===== src/rtl/mem_arbiter_pkg.sv =====
// Shared bus types for the core-side ports and the arbitrated memory port.
// No logic here. Optional round-robin arbitration is enabled with ARB_ROUND_ROBIN_EN.
package mem_arbiter_pkg;

    localparam int BUS_ADDR_W = 64;
    localparam int BUS_DATA_W = 64;
    localparam int BUS_STRB_W = BUS_DATA_W / 8;

    typedef enum logic [2:0] {
        MSIZE1 = 3'd0,
        MSIZE2 = 3'd1,
        MSIZE4 = 3'd2,
        MSIZE8 = 3'd3
    } msize_t;

    typedef struct packed {
        logic                  valid;
        logic [BUS_ADDR_W-1:0] addr;
    } ibus_req_t;

    typedef struct packed {
        logic        addr_ok;
        logic        data_ok;
        logic [31:0] data;
    } ibus_resp_t;

    typedef struct packed {
        logic                  valid;
        logic [BUS_ADDR_W-1:0] addr;
        msize_t                size;
        logic [BUS_STRB_W-1:0] strobe;
        logic [BUS_DATA_W-1:0] data;
    } dbus_req_t;

    typedef struct packed {
        logic                  addr_ok;
        logic                  data_ok;
        logic [BUS_DATA_W-1:0] data;
    } dbus_resp_t;

    typedef enum logic [2:0] {
        IDLE   = 3'd0,
        BUSY_I = 3'd1,
        BUSY_D = 3'd2,
        RESP_I = 3'd3,
        RESP_D = 3'd4
    } arb_state_t;

    typedef struct packed {
        logic                  valid;
        logic                  is_write;
        logic [BUS_ADDR_W-1:0] addr;
        msize_t                size;
        logic [BUS_STRB_W-1:0] strobe;
        logic [BUS_DATA_W-1:0] data;
    } cbus_req_t;

    // Instructions are 32-bit; address bit 2 picks the half of the 64-bit word.
    function automatic logic [31:0] sel_word(input logic [63:0] word, input logic hi);
        return hi ? word[63:32] : word[31:0];
    endfunction

endpackage


===== src/rtl/mem_arbiter_arb_select.sv =====
// Grant select between ibus and dbus; purely combinational, zero latency.
// No backpressure of its own. ARB_ROUND_ROBIN_EN: last_grant (0 = ibus) breaks ties, else dbus wins.
module mem_arbiter_arb_select (
    input  logic ivalid,
    input  logic dvalid,
    input  logic last_grant,
    output logic gnt_i,
    output logic gnt_d
);

`ifdef ARB_ROUND_ROBIN_EN
    always_comb begin
        gnt_i = 1'b0;
        gnt_d = 1'b0;
        if (ivalid && dvalid) begin
            // The side that did not win last time takes the tie.
            gnt_d = ~last_grant;
            gnt_i = last_grant;
        end else begin
            gnt_d = dvalid;
            gnt_i = ivalid;
        end
    end
`else
    logic unused_last_grant;
    assign unused_last_grant = last_grant;

    always_comb begin
        gnt_d = dvalid;
        gnt_i = ivalid & ~dvalid;
    end
`endif

endmodule


===== src/rtl/mem_arbiter.sv =====
// Serializes ibus/dbus onto one memory port; grant -> creq_valid next cycle -> data_ok one cycle after cresp_ok.
// Requests are level-held until data_ok; the loser simply waits. ARB_ROUND_ROBIN_EN enables fair tie-breaking.
module mem_arbiter
    import mem_arbiter_pkg::*;
#(
    parameter int ADDR_W = BUS_ADDR_W,
    parameter int DATA_W = BUS_DATA_W
) (
    input  logic                clk,
    input  logic                reset,
    input  ibus_req_t           ireq,
    output ibus_resp_t          iresp,
    input  dbus_req_t           dreq,
    output dbus_resp_t          dresp,
    output logic                creq_valid,
    output logic                creq_is_write,
    output logic [ADDR_W-1:0]   creq_addr,
    output logic [2:0]          creq_size,
    output logic [DATA_W/8-1:0] creq_strobe,
    output logic [DATA_W-1:0]   creq_data,
    input  logic                cresp_ok,
    input  logic [DATA_W-1:0]   cresp_data
);

    localparam int STRB_W = DATA_W / 8;

    arb_state_t          state_q, state_d;
    logic [ADDR_W-1:0]   addr_q, addr_d;
    msize_t              size_q, size_d;
    logic [STRB_W-1:0]   strobe_q, strobe_d;
    logic [DATA_W-1:0]   wdata_q, wdata_d;
    logic [DATA_W-1:0]   rdata_q, rdata_d;

    logic                gnt_i;
    logic                gnt_d;
    logic                last_grant;
    cbus_req_t           creq;

`ifdef ARB_ROUND_ROBIN_EN
    logic last_grant_q, last_grant_d;

    always_comb begin
        last_grant_d = last_grant_q;
        if (state_q == IDLE && (gnt_i || gnt_d)) begin
            last_grant_d = gnt_d;
        end
    end

    always_ff @(posedge clk or posedge reset) begin
        if (reset) begin
            last_grant_q <= 1'b0;
        end else begin
            last_grant_q <= last_grant_d;
        end
    end

    assign last_grant = last_grant_q;
`else
    assign last_grant = 1'b0;
`endif

    mem_arbiter_arb_select u_arb_select (
        .ivalid     (ireq.valid),
        .dvalid     (dreq.valid),
        .last_grant (last_grant),
        .gnt_i      (gnt_i),
        .gnt_d      (gnt_d)
    );

    always_comb begin
        state_d  = state_q;
        addr_d   = addr_q;
        size_d   = size_q;
        strobe_d = strobe_q;
        wdata_d  = wdata_q;
        rdata_d  = rdata_q;
        iresp    = '0;
        dresp    = '0;

        case (state_q)
            IDLE: begin
                // addr_ok is combinational from the request, so keep it quiet while reset is held.
                if (!reset && gnt_d) begin
                    addr_d        = dreq.addr;
                    size_d        = dreq.size;
                    strobe_d      = dreq.strobe;
                    wdata_d       = dreq.data;
                    dresp.addr_ok = 1'b1;
                    state_d       = BUSY_D;
                end else if (!reset && gnt_i) begin
                    addr_d        = ireq.addr;
                    size_d        = MSIZE4;
                    strobe_d      = '0;
                    wdata_d       = '0;
                    iresp.addr_ok = 1'b1;
                    state_d       = BUSY_I;
                end
            end
            BUSY_I: begin
                if (cresp_ok) begin
                    rdata_d = cresp_data;
                    state_d = RESP_I;
                end
            end
            BUSY_D: begin
                if (cresp_ok) begin
                    rdata_d = cresp_data;
                    state_d = RESP_D;
                end
            end
            RESP_I: begin
                iresp.data_ok = 1'b1;
                state_d       = IDLE;
            end
            RESP_D: begin
                dresp.data_ok = 1'b1;
                state_d       = IDLE;
            end
            default: state_d = IDLE;
        endcase

        iresp.data = sel_word(rdata_q, addr_q[2]);
        dresp.data = rdata_q;
    end

    always_ff @(posedge clk or posedge reset) begin
        if (reset) begin
            state_q  <= IDLE;
            addr_q   <= '0;
            size_q   <= MSIZE1;
            strobe_q <= '0;
            wdata_q  <= '0;
            rdata_q  <= '0;
        end else begin
            state_q  <= state_d;
            addr_q   <= addr_d;
            size_q   <= size_d;
            strobe_q <= strobe_d;
            wdata_q  <= wdata_d;
            rdata_q  <= rdata_d;
        end
    end

    // Memory-side fields come straight from the latch so they stay stable for the whole wait.
    always_comb begin
        creq          = '0;
        creq.valid    = (state_q == BUSY_I) || (state_q == BUSY_D);
        creq.is_write = |strobe_q;
        creq.addr     = addr_q;
        creq.size     = size_q;
        creq.strobe   = strobe_q;
        creq.data     = wdata_q;
    end

    assign creq_valid    = creq.valid;
    assign creq_is_write = creq.is_write;
    assign creq_addr     = creq.addr;
    assign creq_size     = creq.size;
    assign creq_strobe   = creq.strobe;
    assign creq_data     = creq.data;

endmodule

===== config.mk =====
export PLATFORM = sky130hd
export DESIGN_NAME = mem_arbiter
export DESIGN_NICKNAME = d
export VERILOG_FILES = /design/src/rtl/mem_arbiter_pkg.sv /design/src/rtl/mem_arbiter_arb_select.sv /design/src/rtl/mem_arbiter.sv
export SDC_FILE = /design/constraint.sdc
export NUM_CORES = 1
export LEC_CHECK = 0
export CAP_MARGIN = 40
export CORE_AREA = 2 2 200 202
export CTS_CLUSTER_SIZE = 12
export DETAILED_ROUTE_END_ITERATION = 10
export DIE_AREA = 0 0 202 204
export PLACE_DENSITY = 0.59
export RECOVER_POWER = 50
export SYNTH_ARGS = -nofsm -noshare
export SYNTH_HDL_FRONTEND = slang
export SYNTH_SLANG_ARGS = --single-unit

===== constraint.sdc =====
create_clock -name clk -period 18.45 [get_ports clk]
set_input_delay 2.7675 -clock clk [delete_from_list [all_inputs] [get_ports clk]]
set_output_delay 2.7675 -clock clk [all_outputs]
set_load 0.005 [all_outputs]

# Word-level counts from Yosys, hierarchy flattened
# Cells that the tools add are included.
# totals
regBits	206
word_cells	47
# classes
eq_ne	7
muxes	21
n_reduce_logical	11
n_bitwise	2
# op_table
op	count
$mux 64	4
$mux 32	1
$mux 3	6
$mux 8	2
$pmux 3 s3	1
$reduce_or 8->1	1
$mux 1	7
$eq 3x2->1 const B	2
$ne 2x2->1 const B	2
$reduce_and 2->1	2
$eq 3x1->1 const B	1
$eq 3x3->1 const B	1
$logic_not 3->1	1
$ne 3x3->1 const B	1
$reduce_and 3->1	1
$logic_and 1x1->1	2
$reduce_bool 2->1	1
$reduce_or 2->1	1
$and 1x1->1	1
$logic_not 1->1	1
$logic_or 1x1->1	1
$not 1->1	1

# Longest topological paths before layout
# Gate-level depths: netlist of the first run.
# logic_depth
depth_word	6
ltp_mapped	6
ltp_nobuf	3

# Cells and area by module
# From an unflattened synthesis of the first run, not the netlist that was laid out.
# unflattened
cells_unflattened	577
hier_area_um2	8979.9
# by_module_without_submodules
module	cells_per_inst	n_inst	area_each_um2
mem_arbiter	575	1	8958.6
mem_arbiter_arb_select	2	1	21.3

# Least setup slack after synthesis of the first run
# Ideal clock, no wire load.
# synth_timing
path_type	input to register
from	input reset
to	register state_q[0]
cell_stages	3
path_slack_ns	10.750
required_ns	18.348
arrival_ns	7.598
n_path_buf	0
cell_sequence	inv_1 -> a31oi_1 -> nor3_1
# synth_via
elab_chain_len	4
# synth_lines
item	line_no	text
start: declaration	mem_arbiter.sv:10	input logic reset,
$logic_not 1->1 (no source line) *	-	
$logic_and 1x1->1, on equally long branches	mem_arbiter.sv:83, mem_arbiter.sv:90	
$ne 3x3->1 (no source line) / $mux 3 (equally long branches)	-	
$reduce_and 3->1 (no source line) / $pmux 3 s3 (equally long branches)	-	
end signal: assignment	mem_arbiter.sv:135	state_q <= state_d;
end: declaration	mem_arbiter.sv:27	arb_state_t state_q, state_d;
# Every way passes the cells marked *; elsewhere a longest branch is shown, timed or not.
# A chain may end at the register's enable or synchronous reset.

==> results by group, run 1 <==
Status
  • Outcome: finished with violations
  • Failing checks: max-capacitance violations, max-slew violations

Routing
  • Final wirelength: between 20000 and 30000 µm
  • WL met1: roughly 12000 µm
  • Initial DRT Pass Iterations: 4
  • DRT iter0 DRCs: 210
  • Drt drc: 0
  • Met3 WL: 2460 µm
  • Top Metal Used: met4
  • Via count: 6750
  • Avg WL per Cell: 18.2 µm
  • WL met2: 15000 µm
  • Routed Antenna Nets: 0
  • Drt via density: 4.16

Synth
  • Cell Area, Synth: around 8800 µm²
  • Synthesis Warnings: 0
  • Synth Area in Simple Gates: between 1 and 1.5%
  • Post-synthesis compound-gate area fraction: 7.85%
  • Avg Cell Area, Syn: 15.4 µm²
  • Post-Syn Instances: 572
  • Main combinational cell family by area after synthesis: multiplexers
  • Synth Area in XOR/XNOR: 0.0995%
  • Mux cell area share after synthesis: ~29%
  • Flops & latches, synth: ~200
  • Distinct cells, synth: 28
  • Syn Nets: 844
  • Sequential share of the synthesized area: around 59%
  • Adder-Cell Fraction of Synth Area: 0%

Floorplan
  • Chip Width: 202 µm
  • Die Area: 41200 µm²
  • Core ar.: 39200 µm²
  • Site row count: 73
  • Die Ht: 204 µm
  • Starting Density: 22.5%
  • I/O pin cnt: slightly above 500

Power and ir drop
  • Pwr dens: 159 nW/µm²
  • Leakage: around 6.3 nW
  • Int Power: between 1.5 and 2 mW
  • Comb pwr share: 44.8%
  • Switching share of total power: 28.8%
  • VDD IR max: 0.0669 mV
  • Switching pwr: 0.698 mW
  • Seq pwr share: about a third
  • Clock share of power: about a fifth

Min path
  • Worst Min Path Start: creq_addr[31]$_DFFE_PP0P_
  • Hold depth: 1
  • Worst min-delay path endpoint: creq_addr[31]$_DFFE_PP0P_
  • Hold/Removal Path Class: flip-flop to flip-flop

Global route
  • Number of global-route vias before repair: 7247
  • Largest net degree at the start of global routing: 84
  • Grt ovf: 0
  • First-pass GRT wire length: between 40000 and 50000 µm
  • Initial antenna violation count: 0
  • Total GRT Usage: 13.7%

Timing
  • Setup violators final: 0
  • Fin crit period: 8330 ps
  • Hold Violations, Final: 0
  • Post-Route Setup TNS: 0 ps
  • Slew HR: -160%
  • Max-slew violations: 254
  • Max frequency: 120 MHz
  • Skew final: between 20 and 25 ps
  • Worst Setup Slack, final: 10120 ps
  • Final Cycle Share: between 40% and 50%
  • Worst-margin pin slew: 3890 ps
  • Unrepaired setup endpoints after global routing: no

Finish
  • Area Growth Syn to Fin: 73.3%
  • Share of cells above drive strength 1: 19.5%
  • Antenna diode count: 0
  • Number of nets in the layout: 1352

Setup path
  • Critical Path RT: 18430 ps
  • Setup crit start kind: input port
  • R2R Setup Slk: 14150 ps
  • Setup Crit Path Kind: input port to asynchronous set/reset pin
  • Crit-path max FO: 83
  • Crit path capture type: asynchronous set/reset pin
  • R2R Path End: rdata_q[62]$_DFFE_PP0P_
  • Worst Reg-to-Reg Cells: 5
  • Reg-to-Reg Start: state_q[0]$_DFFE_PP0P_
  • CP Data Arrival Time: 8320 ps
  • CP Launch Point: reset

CTS
  • Post-CTS setup buffer count: 0
  • Inserted Clock Buffers: 25
  • Hold Buf Count CTS: 0
  • Clk sink count: 206
  • H-Tree Depth: 1
  • Clk buf depth: 3
  • CTS tree: built
  • Root buf cell: clkbuf_16
  • Post-CTS Resized: 0
  • Worst-path clk slew: 60 ps
  • Worst skew pair latency: 540 ps

Placed design
  • Gpl congestion: 0.781
  • Hpwl dp: 22200 µm
  • PortBufs: 512
  • Pre-CTS setup slack: approximately 11000 ps

Flow run
  • # Max-Cap Violations: 5
==> synthesized netlist by cell type <==
cell type / n / area share (%)
o21ai_0: 1 / 0.057
nor2_1: 2 / 0.085
nor4bb_1: 1 / 0.11
nand2b_1: 1 / 0.071
buf_2: 18 / 1.0
buf_4: 6 / 0.51
o21ai_1: 1 / 0.057
nor4_1: 2 / 0.14
o21a_1: 1 / 0.085
nor4_2: 1 / 0.14
inv_1: 4 / 0.17
buf_8: 6 / 1.0
buf_6: 6 / 0.77
mux2_2: 164 / 21
nor3b_2: 1 / 0.14
a22o_1: 74 / 7.4
a21oi_1: 2 / 0.11
nor3b_1: 1 / 0.085
nand2_1: 1 / 0.043
nor3_1: 1 / 0.057
and2_1: 2 / 0.14
and3_1: 1 / 0.071
a2bb2oi_1: 1 / 0.10
xnor2_1: 1 / 0.10
clkbuf_1: 6 / 0.26
mux2_1: 60 / 7.7
dfrtp_1: 206 / 59
a31oi_1: 1 / 0.071
==> power groups by stage <==
stage / clock network (mW) / registers (mW) / logic, mW
2_1_floorplan: 0 / 0.822 / 0.415
3_3_place_gp: 0 / 0.831 / 1.13
3_5_place_dp: 0 / 0.835 / 1.14
4_1_cts: 0.531 / 0.834 / 1.14
5_1_grt: 0.548 / 0.859 / 1.16
6_report: 0.513 / 0.827 / 1.09
==> how the worst max path moves through the flow <==
stage	end
4_1_cts	dresp[65]
3_5_place_dp	dresp[65]
5_1_grt	rdata_q[27]$_DFFE_PP0P_
2_1_floorplan	creq_addr[0]$_DFFE_PP0P_
3_3_place_gp	dresp[65]
6_report	creq_data[31]$_DFFE_PP0P_
==> critical path: stages <==
cell and delay (ps):
dlygate4sd3_1 590, clkinvlp_2 2200, clkbuf_1 540, clkbuf_1 2160
==> metrics by stage <==
step / util (%) / hold slack, ps / instance area [µm²] / total power [mW] / cells
after floorplan: - / 498 / 8800 / 1.24 / 572
after global placement: 36.6 / 487 / 14400 / 1.96 / 1573
after detailed placement: 37.0 / 490 / 14500 / 1.98 / 1578
after CTS: 39.2 / 507 / 15400 / 2.51 / 1624
after global routing: 38.9 / 509 / 15300 / 2.57 / 1624
final: 38.9 / 497 / 15300 / 2.43 / 1624
==> kinds of logic after synthesis <==
logic type / after synthesis
compound gates: 81
buf+inv: 46
flops: 206
xor+xnor: 1
mux: 224
simple gates: 14
==> per-layer routing <==
metal	up-vias	GRT usage, %
li1	3131	-
met1	3268	15.9
met2	315	24.7
met3	36	3.81
met4	0	3.81
met5	-	0
==> cell usage in the layout, fill, tap and decap left out <==
cell type and instances:
clkbuf_8 7, clkbuf_16 25, xnor2_1 1, buf_4 3
o21ai_0 1, o21ai_4 1, nor4_1 2, dlygate4sd3_1 82
mux2_1 62, nor4_2 1, clkdlybuf4s50_1 430, dfrtp_1 206
clkinv_2 6, o21a_4 1, and2_2 1, a22o_1 74
inv_1 3, and2_1 1, mux2_2 162, clkinvlp_2 1
nor4bb_1 1, nor3_1 1, bufinv_16 3, and3_1 1
nand2_1 1, nor2_1 2, a21oi_1 2, inv_6 1
nand2b_1 1, nor3b_1 2, clkbuf_1 10, buf_16 2
a2bb2oi_1 1, a31oi_1 1
==> registers in the layout, indices dropped and copies added, names as in the netlist <==
| name | count |
|---|---|
| state_q | 3 |
| creq_strobe | 8 |
| creq_addr | 64 |
| creq_data | 64 |
| creq_size | 3 |
| rdata_q | 64 |
==> final cells by class <==
| type | instances | area (µm²) |
|---|---|---|
| Sequential cell | 206 | 5150 |
| Multi-Input combinational cell | 320 | 3330 |
| Inverter | 4 | 16.3 |
| Clock buffer | 36 | 737 |
| Clock inverter | 10 | 129 |
| Tap cell | 525 | 657 |
| Timing Repair Buffer | 523 | 5230 |
| Fill cell | 3752 | 23900 |
No activity file was read; power rests on OpenSTA's default activity.
==> run 2, diff against run 1 <==
--- a/config.mk
+++ b/config.mk
@@ -6,11 +6,11 @@
 export NUM_CORES = 1
 export LEC_CHECK = 0
 export CAP_MARGIN = 40
-export CORE_AREA = 2 2 200 202
+export CORE_AREA = 2 2 199 201
 export CTS_CLUSTER_SIZE = 12
 export DETAILED_ROUTE_END_ITERATION = 10
-export DIE_AREA = 0 0 202 204
-export PLACE_DENSITY = 0.59
+export DIE_AREA = 0 0 201 203
+export PLACE_DENSITY = 0.61
 export RECOVER_POWER = 50
 export SYNTH_ARGS = -nofsm -noshare
 export SYNTH_HDL_FRONTEND = slang
==> constraint.sdc (replaced) <==
create_clock -name clk -period 7.6 [get_ports clk]
set_input_delay 1.14 -clock clk [delete_from_list [all_inputs] [get_ports clk]]
set_output_delay 1.14 -clock clk [all_outputs]
set_load 0.005 [all_outputs]
==> results by group, run 2 (synthesis results as in run 1) <==
Status
  • Outcome: finished with violations (unchanged)
  • Failing checks: max-capacitance violations, max-slew violations (unchanged)

Global route
  • Largest net degree at the start of global routing: 75 (was 84)
  • Total GRT Usage: 14.2% (was 13.7%)
  • First-pass GRT wire length: 45200 µm (was 44300 µm)
  • Initial antenna violation count: 1 (was 0)
  • Grt ovf: 0 (unchanged)
  • Number of global-route vias before repair: 7379 (was 7247)

Routing
  • Drt drc: 0 (unchanged)
  • Via count: 6858 (was 6750)
  • Avg WL per Cell: 18.6 µm (was 18.2 µm)
  • Routed Antenna Nets: 0 (unchanged)
  • Final wirelength: 30100 µm (was 29500 µm)
  • Drt via density: 4.24 (was 4.16)
  • Initial DRT Pass Iterations: 4 (unchanged)
  • DRT iter0 DRCs: 194 (was 210)

Setup path
  • Critical Path RT: 7980 ps (was 18430 ps)
  • R2R Setup Slk: 3350 ps (was 14150 ps)
  • Setup Crit Path Kind: input port to flip-flop (was input port to asynchronous set/reset pin)
  • Crit path capture type: flip-flop (was asynchronous set/reset pin)
  • Worst path cell trace: dlygate4sd3_1, clkinvlp_2, a31oi_1, nor3_1 (was dlygate4sd3_1, clkinvlp_2, clkbuf_1, clkbuf_1)
  • Max incr delay on CP: 2490 ps (was 2200 ps)
  • CP max-delay cell: clkinvlp_2 (unchanged)
  • CP Data Arrival Time: 5310 ps (was 8320 ps)
  • R2R Path End: rdata_q[61]$_DFFE_PP0P_ (was rdata_q[62]$_DFFE_PP0P_)
  • Worst Reg-to-Reg Cells: 5 (unchanged)
  • Crit-path max FO: 73 (was 83)
  • Reg-to-Reg Start: state_q[0]$_DFFE_PP0P_ (unchanged)
  • Setup crit start kind: input port (unchanged)

Finish
  • Share of cells above drive strength 1: 19.6% (was 19.5%)
  • Number of nets in the layout: 1353 (was 1352)
  • Most common cell after layout, fill and taps aside: clkdlybuf4s50_1 (unchanged)
  • Layout Utilization: 39.6% (was 38.9%)
  • Fin cells: 1618 (was 1624)
  • Area occupied by multi-input gates: 3320 µm² (was 3330 µm²)
  • Design area: 15200 µm² (was 15300 µm²)
  • Area Growth Syn to Fin: 72.9% (was 73.3%)
  • # fillers: 3678 (was 3752)
  • Commonest cells after routing, fill and taps aside: clkdlybuf4s50_1, dfrtp_1, mux2_2 (unchanged)
  • Register area: 5150 µm² (unchanged)

Floorplan
  • Chip Width: 201 µm (was 202 µm)
  • Core ar.: 38500 µm² (was 39200 µm²)
  • Die Ht: 203 µm (was 204 µm)
  • Starting Density: 22.9% (was 22.5%)
  • Site row count: 72 (was 73)
  • I/O pin cnt: 513 (unchanged)
  • Die Area: 40800 µm² (was 41200 µm²)

Power and ir drop
  • Switching share of total power: 28.8% (about the same)
  • Int Power: 4.23 mW (was 1.73 mW)
  • Clock share of power: 20.8% (was 21.1%)
  • VDD IR max: 0.157 mV (was 0.0669 mV)
  • Pwr dens: 390 nW/µm² (was 159 nW/µm²)
  • Leakage: 6.21 nW (was 6.25 nW)
  • Seq pwr share: 33.9% (was 34.1%)
  • Switching pwr: 1.71 mW (was 0.698 mW)
  • Comb pwr share: 45.3% (was 44.8%)

Placed design
  • Gpl congestion: 0.799 (was 0.781)
  • Pre-CTS setup slack: 3120 ps (was 10940 ps)
  • Dpl cells: 1572 (was 1578)
  • Placed instance area: 14400 µm² (was 14500 µm²)
  • PortBufs: 512 (unchanged)
  • Hpwl dp: 22600 µm (was 22200 µm)

Flow run
  • # Max-Cap Violations: 5 (unchanged)

Timing
  • Skew final: 9.06 ps (was 24.2 ps)
  • Worst Setup Slack, final: 2670 ps (was 10120 ps)
  • Max frequency: 203 MHz
  • Setup violators final: 0 (unchanged)
  • Final Cycle Share: 64.8%
  • Hold Violations, Final: 0 (unchanged)
  • Unrepaired setup endpoints after global routing: no (unchanged)
  • Slew HR: -143% (was -160%)
  • Fin crit period: slightly below 5000 ps
  • Worst-margin pin slew: 3650 ps (was 3890 ps)
  • Post-Route Setup TNS: 0 ps (unchanged)
  • Max-slew violations: 267 (was 254)

CTS
  • Post-CTS Resized: 0 (unchanged)
  • Clk sink count: 206 (unchanged)
  • H-Tree Depth: 1 (unchanged)
  • Inserted Clock Buffers: 25 (unchanged)
  • Clk buf depth: 3 (unchanged)
  • CTS tree: built (unchanged)
  • Worst skew pair latency: 510 ps (was 540 ps)
  • Post-CTS setup buffer count: 0 (unchanged)
  • Root buf cell: clkbuf_16 (unchanged)
  • Hold Buf Count CTS: 0 (unchanged)
  • Worst-path clk slew: 60 ps (about the same)

Min path
  • Worst Min Path Start: creq_addr[32]$_DFFE_PP0P_ (was creq_addr[31]$_DFFE_PP0P_)
  • Hold depth: 1 (unchanged)
  • Worst min-delay path endpoint: creq_addr[32]$_DFFE_PP0P_ (was creq_addr[31]$_DFFE_PP0P_)
  • Hold/Removal Path Class: flip-flop to flip-flop (unchanged)
==> run 2: routing by layer <==
| metal | part of all wire (%) | vias to the layer above | GRT usage, % |
|---|---|---|---|
| met5 | 0 | - | 0 |
| met3 | 8.6 | 48 | 4.64 |
| met2 | 50 | 326 | 25.7 |
| li1 | - | 3139 | - |
| met4 | 2.4 | 0 | 3.99 |
| met1 | 39 | 3345 | 15.8 |
==> run 2: final cells by class <==
| type | instances | share of cell area [%] |
|---|---|---|
| inverters | 4 | 0.107 |
| multi-input cells | 320 | 21.8 |
| clock inverters | 12 | 1.11 |
| diodes | 1 | 0.0164 |
| clock buffers | 33 | 4.44 |
| repair buffers | 524 | 34.4 |
| flip-flops and latches | 206 | 33.9 |
| well taps | 518 | 4.26 |
==> run 2: power groups by stage <==
stage | registers (mW) | clock network (mW) | logic [mW]
after detailed placement | 2.03 | 0 | 2.78
final | 2.02 | 1.23 | 2.69
after CTS | 2.03 | 1.28 | 2.79
after global routing | 2.10 | 1.32 | 2.87
after floorplan | 2.00 | 0 | 1.01
after global placement | 2.03 | 0 | 2.74
==> run 2: worst max path at each step <==
stage | from | to | cells past startpoint
5_1_grt | reset | state_q[0]$_DFFE_PP0P_ | 4
3_5_place_dp | reset | dresp[65] | 5
4_1_cts | reset | dresp[65] | 5
2_1_floorplan | reset | creq_addr[0]$_DFFE_PP0P_ | 1
6_report | reset | state_q[0]$_DFFE_PP0P_ | 4
3_3_place_gp | reset | dresp[65] | 5
==> run 2: critical path: cells and delay by family <==
family / cells / cell delay [ps]
buffers and inverters: 2 / 3080
AOI/OAI and AO/OA: 1 / 980
and+or+nand+nor: 1 / 100
==> run 2: stage by stage <==
| step | hold WS, ps | power, mW |
|---|---|---|
| 4_1_cts | 508 | 6.10 |
| 2_1_floorplan | 498 | 3.01 |
| 6_report | 495 | 5.94 |
| 5_1_grt | 514 | 6.29 |
| 3_3_place_gp | 488 | 4.77 |
| 3_5_place_dp | 491 | 4.81 |
